## src/rtl/rename_rat.sv

```systemverilog
// Two-wide register rename stage with speculative and architectural RATs.
// Optional RENAME_X0_ZERO_EN hardwires logical x0 to physical preg 0.
module rename_rat #(
  parameter int NUM_LREGS      = 32,
  parameter int LREG_IDX_WIDTH = 5,
  parameter int PREG_IDX_WIDTH = 6,
  parameter int AVAIL_WIDTH    = 6
) (
  input  logic                      clock,
  input  logic                      reset,
  input  logic                      instr0_valid,
  input  logic [LREG_IDX_WIDTH-1:0] instr0_lrs1,
  input  logic [LREG_IDX_WIDTH-1:0] instr0_lrs2,
  input  logic [LREG_IDX_WIDTH-1:0] instr0_lrd,
  input  logic                      instr0_need_wb,
  input  logic                      instr1_valid,
  input  logic [LREG_IDX_WIDTH-1:0] instr1_lrs1,
  input  logic [LREG_IDX_WIDTH-1:0] instr1_lrs2,
  input  logic [LREG_IDX_WIDTH-1:0] instr1_lrd,
  input  logic                      instr1_need_wb,
  output logic                      instr_ready,
  output logic                      fl_req0_valid,
  input  logic [PREG_IDX_WIDTH-1:0] fl_req0_data,
  output logic                      fl_req1_valid,
  input  logic [PREG_IDX_WIDTH-1:0] fl_req1_data,
  input  logic [AVAIL_WIDTH-1:0]    fl_avail_count,
  output logic                      out0_valid,
  output logic [PREG_IDX_WIDTH-1:0] out0_prs1,
  output logic [PREG_IDX_WIDTH-1:0] out0_prs2,
  output logic [PREG_IDX_WIDTH-1:0] out0_prd,
  output logic [PREG_IDX_WIDTH-1:0] out0_old_prd,
  output logic                      out0_need_wb,
  output logic                      out1_valid,
  output logic [PREG_IDX_WIDTH-1:0] out1_prs1,
  output logic [PREG_IDX_WIDTH-1:0] out1_prs2,
  output logic [PREG_IDX_WIDTH-1:0] out1_prd,
  output logic [PREG_IDX_WIDTH-1:0] out1_old_prd,
  output logic                      out1_need_wb,
  input  logic                      out_ready,
  input  logic                      commit0_valid,
  input  logic [LREG_IDX_WIDTH-1:0] commit0_lrd,
  input  logic [PREG_IDX_WIDTH-1:0] commit0_prd,
  input  logic                      commit1_valid,
  input  logic [LREG_IDX_WIDTH-1:0] commit1_lrd,
  input  logic [PREG_IDX_WIDTH-1:0] commit1_prd,
  input  logic [1:0]                rob_state
);

  // Any state other than idle/rollback (i.e. walk) stalls rename and freezes spec_rat.
  localparam logic [1:0] ROB_STATE_IDLE     = 2'd0;
  localparam logic [1:0] ROB_STATE_ROLLBACK = 2'd1;

  typedef struct packed {
    logic                      valid;
    logic [PREG_IDX_WIDTH-1:0] prs1;
    logic [PREG_IDX_WIDTH-1:0] prs2;
    logic [PREG_IDX_WIDTH-1:0] prd;
    logic [PREG_IDX_WIDTH-1:0] old_prd;
    logic                      need_wb;
  } slot_t;

  logic [PREG_IDX_WIDTH-1:0] spec_rat_q [NUM_LREGS];
  logic [PREG_IDX_WIDTH-1:0] spec_rat_d [NUM_LREGS];
  logic [PREG_IDX_WIDTH-1:0] arch_rat_q [NUM_LREGS];
  logic [PREG_IDX_WIDTH-1:0] arch_rat_d [NUM_LREGS];
  slot_t out_q [2];
  slot_t out_d [2];
  slot_t ren   [2];

  logic                      w0, w1, c0_en, c1_en;
  logic [1:0]                alloc_cnt;
  logic                      is_idle, is_rollback, fire;
  logic [PREG_IDX_WIDTH-1:0] prd0, prd1;

  always_comb begin
    w0    = instr0_valid & instr0_need_wb;
    w1    = instr1_valid & instr1_need_wb;
    c0_en = commit0_valid;
    c1_en = commit1_valid;
`ifdef RENAME_X0_ZERO_EN
    if (instr0_lrd == '0) w0 = 1'b0;
    if (instr1_lrd == '0) w1 = 1'b0;
    if (commit0_lrd == '0) c0_en = 1'b0;
    if (commit1_lrd == '0) c1_en = 1'b0;
`endif
  end

  assign alloc_cnt   = {1'b0, w0} + {1'b0, w1};
  assign is_idle     = (rob_state == ROB_STATE_IDLE);
  assign is_rollback = (rob_state == ROB_STATE_ROLLBACK);
  assign instr_ready = ~reset & is_idle
                     & ((~out_q[0].valid & ~out_q[1].valid) | out_ready)
                     & (fl_avail_count >= AVAIL_WIDTH'(alloc_cnt));
  assign fire        = instr_ready & (instr0_valid | instr1_valid);

  // Compacted allocation: the first writing slot always takes freelist port 0.
  assign fl_req0_valid = fire & (w0 | w1);
  assign fl_req1_valid = fire & w0 & w1;
  assign prd0 = w0 ? fl_req0_data : '0;
  assign prd1 = w1 ? (w0 ? fl_req1_data : fl_req0_data) : '0;

  always_comb begin
    ren[0] = '0;
    ren[1] = '0;
    if (instr0_valid) begin
      ren[0].valid   = 1'b1;
      ren[0].prs1    = spec_rat_q[instr0_lrs1];
      ren[0].prs2    = spec_rat_q[instr0_lrs2];
      ren[0].prd     = prd0;
      ren[0].old_prd = w0 ? spec_rat_q[instr0_lrd] : '0;
      ren[0].need_wb = w0;
`ifdef RENAME_X0_ZERO_EN
      if (instr0_lrs1 == '0) ren[0].prs1 = '0;
      if (instr0_lrs2 == '0) ren[0].prs2 = '0;
`endif
    end
    if (instr1_valid) begin
      ren[1].valid   = 1'b1;
      ren[1].prs1    = (w0 && instr1_lrs1 == instr0_lrd) ? prd0 : spec_rat_q[instr1_lrs1];
      ren[1].prs2    = (w0 && instr1_lrs2 == instr0_lrd) ? prd0 : spec_rat_q[instr1_lrs2];
      ren[1].prd     = prd1;
      ren[1].old_prd = !w1 ? '0 :
                       (w0 && instr1_lrd == instr0_lrd) ? prd0 : spec_rat_q[instr1_lrd];
      ren[1].need_wb = w1;
`ifdef RENAME_X0_ZERO_EN
      if (instr1_lrs1 == '0) ren[1].prs1 = '0;
      if (instr1_lrs2 == '0) ren[1].prs2 = '0;
`endif
    end
  end

  // Rollback copies the post-commit arch RAT so same-cycle retirements survive.
  always_comb begin
    arch_rat_d = arch_rat_q;
    if (c0_en) arch_rat_d[commit0_lrd] = commit0_prd;
    if (c1_en) arch_rat_d[commit1_lrd] = commit1_prd;
    spec_rat_d = spec_rat_q;
    if (is_rollback) begin
      spec_rat_d = arch_rat_d;
    end else if (fire) begin
      if (w0) spec_rat_d[instr0_lrd] = prd0;
      if (w1) spec_rat_d[instr1_lrd] = prd1;
    end
  end

  always_comb begin
    out_d = out_q;
    if (is_rollback) begin
      out_d[0] = '0;
      out_d[1] = '0;
    end else if (fire) begin
      out_d = ren;
    end else if (out_ready) begin
      out_d[0] = '0;
      out_d[1] = '0;
    end
  end

  always_ff @(posedge clock or posedge reset) begin
    if (reset) begin
      for (int i = 0; i < NUM_LREGS; i++) begin
        spec_rat_q[i] <= PREG_IDX_WIDTH'(i);
        arch_rat_q[i] <= PREG_IDX_WIDTH'(i);
      end
      out_q[0] <= '0;
      out_q[1] <= '0;
    end else begin
      spec_rat_q <= spec_rat_d;
      arch_rat_q <= arch_rat_d;
      out_q      <= out_d;
    end
  end

  assign out0_valid   = out_q[0].valid;
  assign out0_prs1    = out_q[0].prs1;
  assign out0_prs2    = out_q[0].prs2;
  assign out0_prd     = out_q[0].prd;
  assign out0_old_prd = out_q[0].old_prd;
  assign out0_need_wb = out_q[0].need_wb;
  assign out1_valid   = out_q[1].valid;
  assign out1_prs1    = out_q[1].prs1;
  assign out1_prs2    = out_q[1].prs2;
  assign out1_prd     = out_q[1].prd;
  assign out1_old_prd = out_q[1].old_prd;
  assign out1_need_wb = out_q[1].need_wb;

endmodule

```

## config.mk

```make
export PLATFORM = sky130hd
export DESIGN_NAME = rename_rat
export DESIGN_NICKNAME = d
export VERILOG_FILES = /design/src/rtl/rename_rat.sv
export SDC_FILE = /design/constraint.sdc
export NUM_CORES = 2
export LEC_CHECK = 0
export CELL_PAD_IN_SITES_DETAIL_PLACEMENT = 1
export CELL_PAD_IN_SITES_GLOBAL_PLACEMENT = 1
export CORE_MARGIN = 1
export CORE_UTILIZATION = 50
export CTS_CLUSTER_DIAMETER = 150
export DETAILED_ROUTE_END_ITERATION = 10
export HOLD_SLACK_MARGIN = 0.02
export PLACE_DENSITY = 0.89
export SLEW_MARGIN = 0
export SYNTH_ARGS = -nofsm -noshare
export SYNTH_HDL_FRONTEND = slang
export SYNTH_SLANG_ARGS = --single-unit
```

## constraint.sdc

```tcl
create_clock -name clock -period 21.1 [get_ports clock]
set_input_delay 4.22 -clock clock [delete_from_list [all_inputs] [get_ports clock]]
set_output_delay 4.22 -clock clock [all_outputs]
set_load 0.01 [all_outputs]
```

==> flow_summary.ini <==
[drt]
dr.first_iter.drc_count = 4731
totalWireLength_um = 177000
drt-wirelength-per-cell_um = 45.6
vias = 31984
drc_errors = 0
ant_nets = 0
dr.pass1.iters = 8
viasPerCell = 8.25

[pwr]
p_leak_nw = 14.8
power.density_nw_per_um2 = 98.5
irDropWorstVdd_uv = 100

[timing]
maxSlewViolCount = 0
hold_violations = 0
rsz0062_at_grt = false
fmax_mhz = 80.1
worstMarginPinSlew_ns = 1.36
finalSetupViolCount = 0
min_period_over_period_pct = 59.2
clock_skew_ns = 0.0364
final.min_clock_period_ns = 12.48
finalSetupTns_ns = 0
maxSlewHeadroom_pct = 7.04

[synthesis]
ys.flop_type = dfrtp_1
yosysWarnings = 0
synth-seq-area-share_pct = 33.8
syn-cell-area_um2 = 32900
ys_seq_elements = 436
syn_nets = 3135
synthCells = 3051
synth.distinct_cells = 61
syn_avg_cell_area_um2 = 10.8
async_reset_ff_share_pct = 100
synth-edff-count = 0

[placed_design]
place_congestion = 1.08
place_area_um2 = 34500
portBuffers = 135
dp_hpwl_um = 119000

[final_layout]
drive_gt1_share_pct = 24.1
reg_top3 = arch_rat_q x192, spec_rat_q x192
n_fill_cell = 6698
syn_to_final_growth_pct = 9.83
nets = 3055
final_common_cell = mux2i_1
layout_common_cells = 364 x mux2i_1, 345 x nor2_1, 276 x mux4_2, 276 x dfrtp_1, 204 x a221o_1
final_core_util_pct = 55.8
fin_area_um2 = 36100

[flow_run]
drv_cap = 0

[worst_setup_path]
crit_type = in2out
endpoint_kind = output pin
cpMaxStageDelayCell = and2_1
cp_max_fo = 35
critPathMaxStageDelay_ns = 0.73
critPathLaunchType = primary input
arrival_ns = 8.26
path_buf_inv = 3
path_depth = 10
r2r.worst_path.cells = 6
path_cells = clkdlybuf4s50_1 > and2_1 > inv_1 > ha_1 > ha_1 > nand2b_1 > a211o_1 > nand3_4 > nor2_1 > clkdlybuf4s50_1
cp.required_ns = 16.88
cp_top_family = simple AND/OR/NAND/NOR gates

[floorplanning]
core_area_um2 = 64700
die_w_um = 258
dieHeight_um = 258
initial_core_util_pct = 50.8
io_pins = 136
fp-row-count = 93
die_area_um2 = 66800

[cts]
cts_buffer_depth = 3
htreeDepth = 2
clock_latency_ns = 0.65
cts_tree = built
cts_sinks = 436
cts_buffers = 50
cts_root_buffer = clkbuf_16
clk_pin_slew_worst_paths_ns = 0.07
postCtsHoldBufs = 0
cts_resized = 0
cts_setup_buffers = 0

[global_route]
grt_usage_pct = 52.5
grt_pass1_vias = 32223
grt_max_degree = 90
grt-ovfl-total = 0
grt_antenna_before_repair = 17
grt_pass1_wl_um = 247000

[run_status]
status = complete, no violations

[worst_hold_path]
min_path_type = reg2reg
hold_depth = 1
==> layer usage <==
layer | vias up | share of wire (%) | global-route usage, %
met5 | - | 0.039 | 0
met4 | 10 | 8.9 | 38.6
met3 | 857 | 15 | 22.0
met2 | 2853 | 42 | 74.3
met1 | 16457 | 35 | 63.9
li1 | 11807 | - | -
==> per-stage QoR <==
step	setup WS (ns)	power, mW	cells	hold slack, ns
3_3_place_gp	8.75	2.49	3774	0.462
6_report	8.62	3.56	3878	0.480
3_5_place_dp	8.67	2.55	3774	0.468
5_1_grt	8.37	3.59	3870	0.516
2_1_floorplan	2.12	2.00	3051	0.510
4_1_cts	8.66	3.45	3868	0.482
==> synth_stat cells (11+ instances only) <==
cell | n | area share (%)
nand2b_1 | 11 | 0.21
nand3b_1 | 15 | 0.34
buf_2 | 80 | 1.2
o21ai_0 | 47 | 0.72
a221o_1 | 204 | 6.2
a22o_1 | 17 | 0.45
a21oi_1 | 179 | 2.7
nor4_1 | 13 | 0.25
and2_1 | 25 | 0.48
o22ai_1 | 49 | 0.93
o211a_1 | 66 | 2.0
a22oi_1 | 64 | 1.5
nand3_1 | 21 | 0.32
xor2_1 | 12 | 0.32
nand4_1 | 13 | 0.25
and3b_1 | 15 | 0.40
dfrtp_1 | 276 | 21
buf_1 | 17 | 0.19
mux4_2 | 276 | 19
mux2_2 | 79 | 2.7
and3_1 | 13 | 0.25
nand2_1 | 194 | 2.2
mux2i_1 | 364 | 11
a211oi_1 | 125 | 2.9
nor2_2 | 13 | 0.25
nor2b_1 | 16 | 0.30
clkbuf_1 | 235 | 2.7
dfstp_2 | 160 | 13
nor2_1 | 345 | 3.9
==> layout make-up <==
cell class	instances	area, µm²	share of cell area [%]
sequential	436	11100	30.8
clock inverter	19	214	0.592
clock buffer	75	1420	3.92
inverter	4	22.5	0.0623
antenna	10	25.0	0.0693
multi-input combinational	2271	20400	56.6
timing repair buffer	208	1830	5.08
tap	855	1070	2.96
==> worst register-to-register path, cell delays in order, from the launching register on <==
cell and delay (ns):
dfrtp_1 0.44, o21bai_1 0.17, and3_1 0.41, nand3_4 0.53, buf_4 0.66, a211oi_1 0.55, a221o_1 0.21
==> cell families (layout without fill, tap and decap cells) <==
kind of cell	after synthesis	after routing	share of synthesized area (%)
AO/OA/AOI/OAI	784	784	18.2
XOR/XNOR	15	15	0.399
adder cells (fa/ha/maj)	3	3	0.114
buffers and inverters	344	306	4.36
flip-flops	436	436	33.8
multiplexers	719	719	32.7
other	0	10	0
AND/OR/NAND/NOR	750	750	10.5
==> worst paths after layout <==
kind	start	to	slack, ns
setup / recovery	instr0_valid	fl_req0_valid	8.62
hold / removal	out0_need_wb$_DFFE_PP0P_	out0_need_wb$_DFFE_PP0P_	0.48
setup reg to reg	out0_valid$_DFFE_PP0P_	spec_rat_q[59]$_DFFE_PP0P_	18.06
hold reg to reg	out0_need_wb$_DFFE_PP0P_	out0_need_wb$_DFFE_PP0P_	0.48
max in group asynchronous	reset	arch_rat_q[182]$_DFF_PP0_	12.88
min in group asynchronous	reset	arch_rat_q[54]$_DFF_PP0_	4.05
==> report_power, final <==
group          internal, mW  switching (mW)
clock network         0.503           0.401
registers              1.10           0.453
logic                 0.530           0.570
total                  2.13            1.42
No activity file was read; power rests on OpenSTA's default activity.
